### src/rtl/model_read_heads.sv
// Reader end of the DNC interface vector: pulls read keys, read strengths, free gates and read
// modes out of the shared stream and discards write fields. Gate clamp option: NTM_READ_HEADS_GATE_CLAMP_EN.
module model_read_heads #(
    parameter int                    DATA_SIZE    = 64,
    parameter int                    CONTROL_SIZE = 64,
    parameter logic [DATA_SIZE-1:0]  ONE          = 64'h0000_0001_0000_0000
) (
    input  logic                 CLK,
    input  logic                 RST,
    input  logic                 START,
    output logic                 READY,
    input  logic [DATA_SIZE-1:0] SIZE_R_IN,
    input  logic [DATA_SIZE-1:0] SIZE_W_IN,
    input  logic                 XI_IN_ENABLE,
    input  logic [DATA_SIZE-1:0] XI_IN,
    output logic [DATA_SIZE-1:0] INDEX_I_OUT,
    output logic [DATA_SIZE-1:0] INDEX_K_OUT,
    output logic                 K_OUT_ENABLE,
    output logic [DATA_SIZE-1:0] K_OUT,
    output logic                 BETA_OUT_ENABLE,
    output logic [DATA_SIZE-1:0] BETA_OUT,
    output logic                 F_OUT_ENABLE,
    output logic [DATA_SIZE-1:0] F_OUT,
    output logic                 PI_OUT_ENABLE,
    output logic [DATA_SIZE-1:0] PI_OUT
);

    localparam logic [2:0] S_IDLE      = 3'd0;
    localparam logic [2:0] S_KEYS      = 3'd1;
    localparam logic [2:0] S_STRENGTHS = 3'd2;
    localparam logic [2:0] S_SKIP_W    = 3'd3;
    localparam logic [2:0] S_FREES     = 3'd4;
    localparam logic [2:0] S_SKIP_G    = 3'd5;
    localparam logic [2:0] S_MODES     = 3'd6;
    localparam logic [2:0] S_DONE      = 3'd7;

    localparam logic [CONTROL_SIZE-1:0] C_ONE = CONTROL_SIZE'(1);
    localparam logic [CONTROL_SIZE-1:0] C_TWO = CONTROL_SIZE'(2);

`ifdef NTM_READ_HEADS_GATE_CLAMP_EN
    localparam bit GATE_CLAMP = 1'b1;
`else
    localparam bit GATE_CLAMP = 1'b0;
`endif

    logic [2:0]              state_q, state_d;
    logic [CONTROL_SIZE-1:0] r_q, r_d, w_q, w_d, i_q, i_d, k_q, k_d;
    logic [CONTROL_SIZE-1:0] r_in, w_in;
    logic                    ready_q, ready_d;
    logic [DATA_SIZE-1:0]    idx_i_q, idx_i_d, idx_k_q, idx_k_d;
    logic [DATA_SIZE-1:0]    k_dat_q, k_dat_d, beta_dat_q, beta_dat_d;
    logic [DATA_SIZE-1:0]    f_dat_q, f_dat_d, pi_dat_q, pi_dat_d;
    logic                    k_vld_q, k_vld_d, beta_vld_q, beta_vld_d;
    logic                    f_vld_q, f_vld_d, pi_vld_q, pi_vld_d;
    logic                    i_last, k_last_w;

    // Gates are probabilities: negative values floor at 0, anything above 1.0 saturates.
    function automatic logic [DATA_SIZE-1:0] gate_sat(input logic [DATA_SIZE-1:0] x);
        if (!GATE_CLAMP) return x;
        if (x[DATA_SIZE-1]) return '0;
        if (x > ONE) return ONE;
        return x;
    endfunction

    assign r_in     = CONTROL_SIZE'(SIZE_R_IN);
    assign w_in     = CONTROL_SIZE'(SIZE_W_IN);
    assign i_last   = (i_q + C_ONE) == r_q;
    assign k_last_w = (k_q + C_ONE) == w_q;

    always_comb begin
        state_d    = state_q;
        r_d        = r_q;
        w_d        = w_q;
        i_d        = i_q;
        k_d        = k_q;
        ready_d    = 1'b0;
        idx_i_d    = idx_i_q;
        idx_k_d    = idx_k_q;
        k_dat_d    = k_dat_q;
        beta_dat_d = beta_dat_q;
        f_dat_d    = f_dat_q;
        pi_dat_d   = pi_dat_q;
        k_vld_d    = 1'b0;
        beta_vld_d = 1'b0;
        f_vld_d    = 1'b0;
        pi_vld_d   = 1'b0;
        case (state_q)
            S_IDLE: if (START) begin
                r_d     = r_in;
                w_d     = w_in;
                i_d     = '0;
                k_d     = '0;
                state_d = (r_in == '0 || w_in == '0) ? S_DONE : S_KEYS;
            end
            S_KEYS: if (XI_IN_ENABLE) begin
                k_dat_d = XI_IN;
                k_vld_d = 1'b1;
                idx_i_d = DATA_SIZE'(i_q);
                idx_k_d = DATA_SIZE'(k_q);
                if (k_last_w) begin
                    k_d = '0;
                    if (i_last) begin
                        i_d     = '0;
                        state_d = S_STRENGTHS;
                    end else begin
                        i_d = i_q + C_ONE;
                    end
                end else begin
                    k_d = k_q + C_ONE;
                end
            end
            S_STRENGTHS: if (XI_IN_ENABLE) begin
                beta_dat_d = XI_IN;
                beta_vld_d = 1'b1;
                idx_i_d    = DATA_SIZE'(i_q);
                idx_k_d    = '0;
                i_d        = i_last ? '0 : i_q + C_ONE;
                if (i_last) state_d = S_SKIP_W;
            end
            // k counts discarded words here: k_w, beta_w, e, v is 3W+1 words.
            S_SKIP_W: if (XI_IN_ENABLE) begin
                if (k_q == w_q + w_q + w_q) begin
                    k_d     = '0;
                    state_d = S_FREES;
                end else begin
                    k_d = k_q + C_ONE;
                end
            end
            S_FREES: if (XI_IN_ENABLE) begin
                f_dat_d = gate_sat(XI_IN);
                f_vld_d = 1'b1;
                idx_i_d = DATA_SIZE'(i_q);
                idx_k_d = '0;
                i_d     = i_last ? '0 : i_q + C_ONE;
                if (i_last) state_d = S_SKIP_G;
            end
            S_SKIP_G: if (XI_IN_ENABLE) begin
                if (k_q == C_ONE) begin
                    k_d     = '0;
                    state_d = S_MODES;
                end else begin
                    k_d = k_q + C_ONE;
                end
            end
            S_MODES: if (XI_IN_ENABLE) begin
                pi_dat_d = gate_sat(XI_IN);
                pi_vld_d = 1'b1;
                idx_i_d  = DATA_SIZE'(i_q);
                idx_k_d  = DATA_SIZE'(k_q);
                if (k_q == C_TWO) begin
                    k_d = '0;
                    if (i_last) begin
                        i_d     = '0;
                        ready_d = 1'b1;
                        state_d = S_DONE;
                    end else begin
                        i_d = i_q + C_ONE;
                    end
                end else begin
                    k_d = k_q + C_ONE;
                end
            end
            // An empty pass arrives here with READY still low and pulses it one cycle later.
            S_DONE: begin
                if (ready_q) state_d = S_IDLE;
                else         ready_d = 1'b1;
            end
            default: state_d = S_IDLE;
        endcase
    end

    always_ff @(posedge CLK or negedge RST) begin
        if (!RST) begin
            state_q    <= S_IDLE;
            r_q        <= '0;
            w_q        <= '0;
            i_q        <= '0;
            k_q        <= '0;
            ready_q    <= 1'b0;
            idx_i_q    <= '0;
            idx_k_q    <= '0;
            k_dat_q    <= '0;
            beta_dat_q <= '0;
            f_dat_q    <= '0;
            pi_dat_q   <= '0;
            k_vld_q    <= 1'b0;
            beta_vld_q <= 1'b0;
            f_vld_q    <= 1'b0;
            pi_vld_q   <= 1'b0;
        end else begin
            state_q    <= state_d;
            r_q        <= r_d;
            w_q        <= w_d;
            i_q        <= i_d;
            k_q        <= k_d;
            ready_q    <= ready_d;
            idx_i_q    <= idx_i_d;
            idx_k_q    <= idx_k_d;
            k_dat_q    <= k_dat_d;
            beta_dat_q <= beta_dat_d;
            f_dat_q    <= f_dat_d;
            pi_dat_q   <= pi_dat_d;
            k_vld_q    <= k_vld_d;
            beta_vld_q <= beta_vld_d;
            f_vld_q    <= f_vld_d;
            pi_vld_q   <= pi_vld_d;
        end
    end

    assign READY           = ready_q;
    assign INDEX_I_OUT     = idx_i_q;
    assign INDEX_K_OUT     = idx_k_q;
    assign K_OUT_ENABLE    = k_vld_q;
    assign K_OUT           = k_dat_q;
    assign BETA_OUT_ENABLE = beta_vld_q;
    assign BETA_OUT        = beta_dat_q;
    assign F_OUT_ENABLE    = f_vld_q;
    assign F_OUT           = f_dat_q;
    assign PI_OUT_ENABLE   = pi_vld_q;
    assign PI_OUT          = pi_dat_q;

endmodule

### config.mk
export PLATFORM = sky130hd
export DESIGN_NAME = model_read_heads
export DESIGN_NICKNAME = d
export VERILOG_FILES = /design/src/rtl/model_read_heads.sv
export SDC_FILE = /design/constraint.sdc
export NUM_CORES = 1
export LEC_CHECK = 0
export CAP_MARGIN = 20
export CORE_MARGIN = 1.5
export CORE_UTILIZATION = 40
export CTS_BUF_LIST = sky130_fd_sc_hd__clkbuf_4
export CTS_CLUSTER_SIZE = 20
export DETAILED_ROUTE_END_ITERATION = 12
export GPL_TIMING_DRIVEN = 0
export HOLD_SLACK_MARGIN = 0.12
export PLACE_DENSITY = 0.64
export SYNTH_ARGS = -nofsm -noshare
export SYNTH_HDL_FRONTEND = slang
export SYNTH_SLANG_ARGS = --single-unit
### constraint.sdc
create_clock -name CLK -period 9.9 [get_ports CLK]
set_input_delay 2.475 -clock CLK [delete_from_list [all_inputs] [get_ports CLK]]
set_output_delay 2.475 -clock CLK [all_outputs]
set_load 0.05 [all_outputs]
==> key figures <==
Hold path
  – Hold crit path type: reg2reg

CTS
  – Clock buffer count from CTS: 180
  – Clock tree sinks: 648
  – Worst-Skew Late Latency: 1.15 ns
  – CTS root buf: clkbuf_4
  – Hold buffer count at CTS: 0
  – Deepest clock path buffer count: 3
  – Total setup buffers inserted after CTS: 0
  – CTS tree: built
  – H-Tree Depth: 4
  – PostCTS Resize Cnt: 0
  – Clock transition at path regs: 0.07 ns

Floorplan
  – Starting Density: 40.4%
  – Core Area: 0.0917 sq mm
  – Die ar.: 0.0944 sq mm
  – Rows: 111
  – Die Span Y: 307 um
  – Chip width: 307 um
  – I/O pin count: 585

Drt
  – Vias per cell: 5.87
  – DRT Pass-1 Iters: 6
  – Final ANT Viol Nets: 0
  – Via count: 36700
  – Drt wl/cell: 27.6 um
  – DRT Wirelength: 173000 um
  – Initial DRC Count: 3795
  – Drc violations: 0

Final layout
  – Finished Layout Cells: 6259
  – Post-Route Utilization: 51.2%
  – Nets@finish: 5190
  – Growth of design area from synthesis to finish: 26.6%
  – Layout cell share with drive strength beyond 1: 12.5%

Logic synthesis
  – Mapped Area: 0.0370 sq mm
  – Net Count, Synth: 4408
  – Post-synthesis average cell area: 8.94 sq um
  – FFs w/ async S/R, synth: 100%
  – Main synth FF type: dfrtp_1
  – EDFF count, synth: 0
  – Post-synthesis instance total: 4145
  – Ys Warns: 0
  – Register area share after synthesis: 43.8%
  – Flip-flop and latch count after synthesis: 648
  – Cell variety after synth: 91

Outcome
  – Status: finished clean

Critical path
  – CP cell instances: clkbuf_1 > nand4_1 > nor3_1 > a21oi_1 > or3b_1 > or4_1 > nor4_1 > o2111ai_1 > nor4_1 > a31o_2 > or2_2 > buf_2 > clkbuf_1 > o21ai_0
  – CP Data Arrival Time: 7.96 ns
  – CP Class: reg2reg
  – CP delay by family, top: simple AND/OR/NAND/NOR gates
  – Critical-path maximum fanout: 10
  – Crit path max-delay cell type: nor3_1
  – CP required: 10.86 ns
  – Max incr delay on CP: 1.07 ns
  – CP endpoint kind: flip-flop
  – Crit path launch type: flip-flop
  – Worst Path Buf+Inv: 3

Timing
  – Final Max Tran Viols: 0
  – FMAX: 143 MHz
  – Final Setup Violations: 0
  – Sum Neg Setup Slack: 0 ns
  – Final min period: 7.00 ns
  – RSZ-0062 raised after global routing: no
  – Worst-margin pin slew: 1.20 ns
  – Period utilization: 70.7%
  – Final Hold Vio Count: 0
  – Relative slew slack: 19.0%
  – Setup Skew: 0.0798 ns

Global route
  – First-pass GRT wire length: 250000 um
  – Pin count of the biggest net entering global routing: 108
  – Initial antenna violation count: 26
  – GRT Residual Overflow: 0
  – All-layer global routing usage: 36.2%
  – Vias in the first global route: 36100

Place
  – Placed Cells: 5928
  – I/O Buffers: 584
  – Post-DP HPWL: 137000 um
  – Routability Congestion: 1.02

Run
  – Max cap viols: 0

Power
  – Pleak: 20.1 nW
  – Peak supply drop: 306 uV
  – PwrDens: 348 mW/mm^2
kinds of logic after synthesis:
kind of cell	Yosys count	synth area share, %
buffers and inverters	313	3.45
and+or+nand+nor	1816	23.0
adders and majority gates	67	2.28
DFF	648	43.8
muxes	264	8.03
xor gates and xnor gates	264	6.24
AOI/OAI and AO/OA	773	13.3
per-layer routing:
layer	wire length, um	global-route usage (%)	vias up
li1	-	-	16400
met1	70300	46.7	18100
met2	77600	55.5	1845
met3	17200	10.5	362
met4	7870	17.6	6
met5	44	0	-
path summary, 6_finish.rpt:
kind | from | to | slack, ns | depth (start not counted)
min in group asynchronous | RST | k_q[31] | 1.28 | 1
setup reg to reg | i_q[17] | i_q[41] | 2.90 | 14
max in group asynchronous | RST | PI_OUT[59] | 6.68 | 4
setup / recovery | i_q[17] | i_q[41] | 2.90 | 14
hold / removal | PI_OUT[55] | PI_OUT[55] | 0.47 | 2
hold reg to reg | PI_OUT[55] | PI_OUT[55] | 0.47 | 2
Yosys cell counts, types with 19 or more instances:
cell | n | area share (%)
or3_1 | 26 | 0.44
a31oi_1 | 21 | 0.35
a211o_1 | 30 | 0.71
or4_1 | 22 | 0.45
o31ai_1 | 39 | 0.79
dfrtp_1 | 648 | 44
nand2_1 | 933 | 9.5
clkbuf_1 | 233 | 2.4
inv_1 | 32 | 0.32
nand2b_1 | 29 | 0.49
nor2_1 | 199 | 2.0
nor3_1 | 98 | 1.3
a21o_1 | 55 | 1.1
and2_1 | 23 | 0.39
ha_1 | 66 | 2.2
xor2_1 | 96 | 2.3
o211ai_1 | 21 | 0.43
nor2b_1 | 19 | 0.32
xnor2_1 | 168 | 4.0
o21ai_0 | 266 | 3.6
o21a_1 | 25 | 0.51
buf_2 | 23 | 0.31
and3_1 | 45 | 0.76
a21oi_1 | 152 | 2.1
nand3_1 | 105 | 1.4
nor4_1 | 121 | 2.0
nand4_1 | 113 | 1.9
mux2_2 | 256 | 7.8
power breakdown:
part	total, W	switching (W)	internal, W	leakage, nW
clock	0.00250	0.00125	0.00125	1.33
sequential	0.00416	0.000719	0.00344	8.37
combinational	0.00968	0.00661	0.00307	10.4
total	0.0163	0.00858	0.00777	20.1
area by class of cell:
type / instances / area, sq um
buffer: 281 / 1160
inverter: 32 / 120
clock inverter: 49 / 304
sequential: 648 / 16200
multi-input combinational: 3184 / 19600
timing repair buffer: 600 / 6080
clock buffer: 257 / 1930
antenna: 22 / 55.1
fill: 8751 / 44800
tap: 1186 / 1480
placed cells by master (no fill, tap or decap), types with 39 or more instances in the layout:
cell,instances
a21o_1,55
a21oi_1,152
and3_1,45
clkbuf_1,233
clkbuf_4,257
clkdlybuf4s50_1,583
dfrtp_1,648
ha_1,66
mux2_2,256
nand2_1,933
nand3_1,105
nand4_1,113
nor2_1,199
nor3_1,98
nor4_1,119
o21ai_0,266
o31ai_1,39
xnor2_1,168
xor2_1,96
tightest hold or removal path, delay by kind of cell, from the launching register on:
kind	cells	cell delay (ns)
DFF	1	0.34
and+or+nand+nor	2	0.10
per-stage QoR:
stage / power [W] / hold WS (ns) / area (sq um) / worst slack, ns
2_1_floorplan: 0.0100 / 0.465 / 37000 / 5.55
3_3_place_gp: 0.0137 / 0.458 / 44400 / -24.23
3_5_place_dp: 0.0136 / 0.461 / 44600 / 3.16
4_1_cts: 0.0162 / 0.477 / 46800 / 3.14
5_1_grt: 0.0171 / 0.498 / 46900 / 2.77
6_report: 0.0163 / 0.474 / 46900 / 2.90
Note: power is estimated with default switching activity, not from simulation.
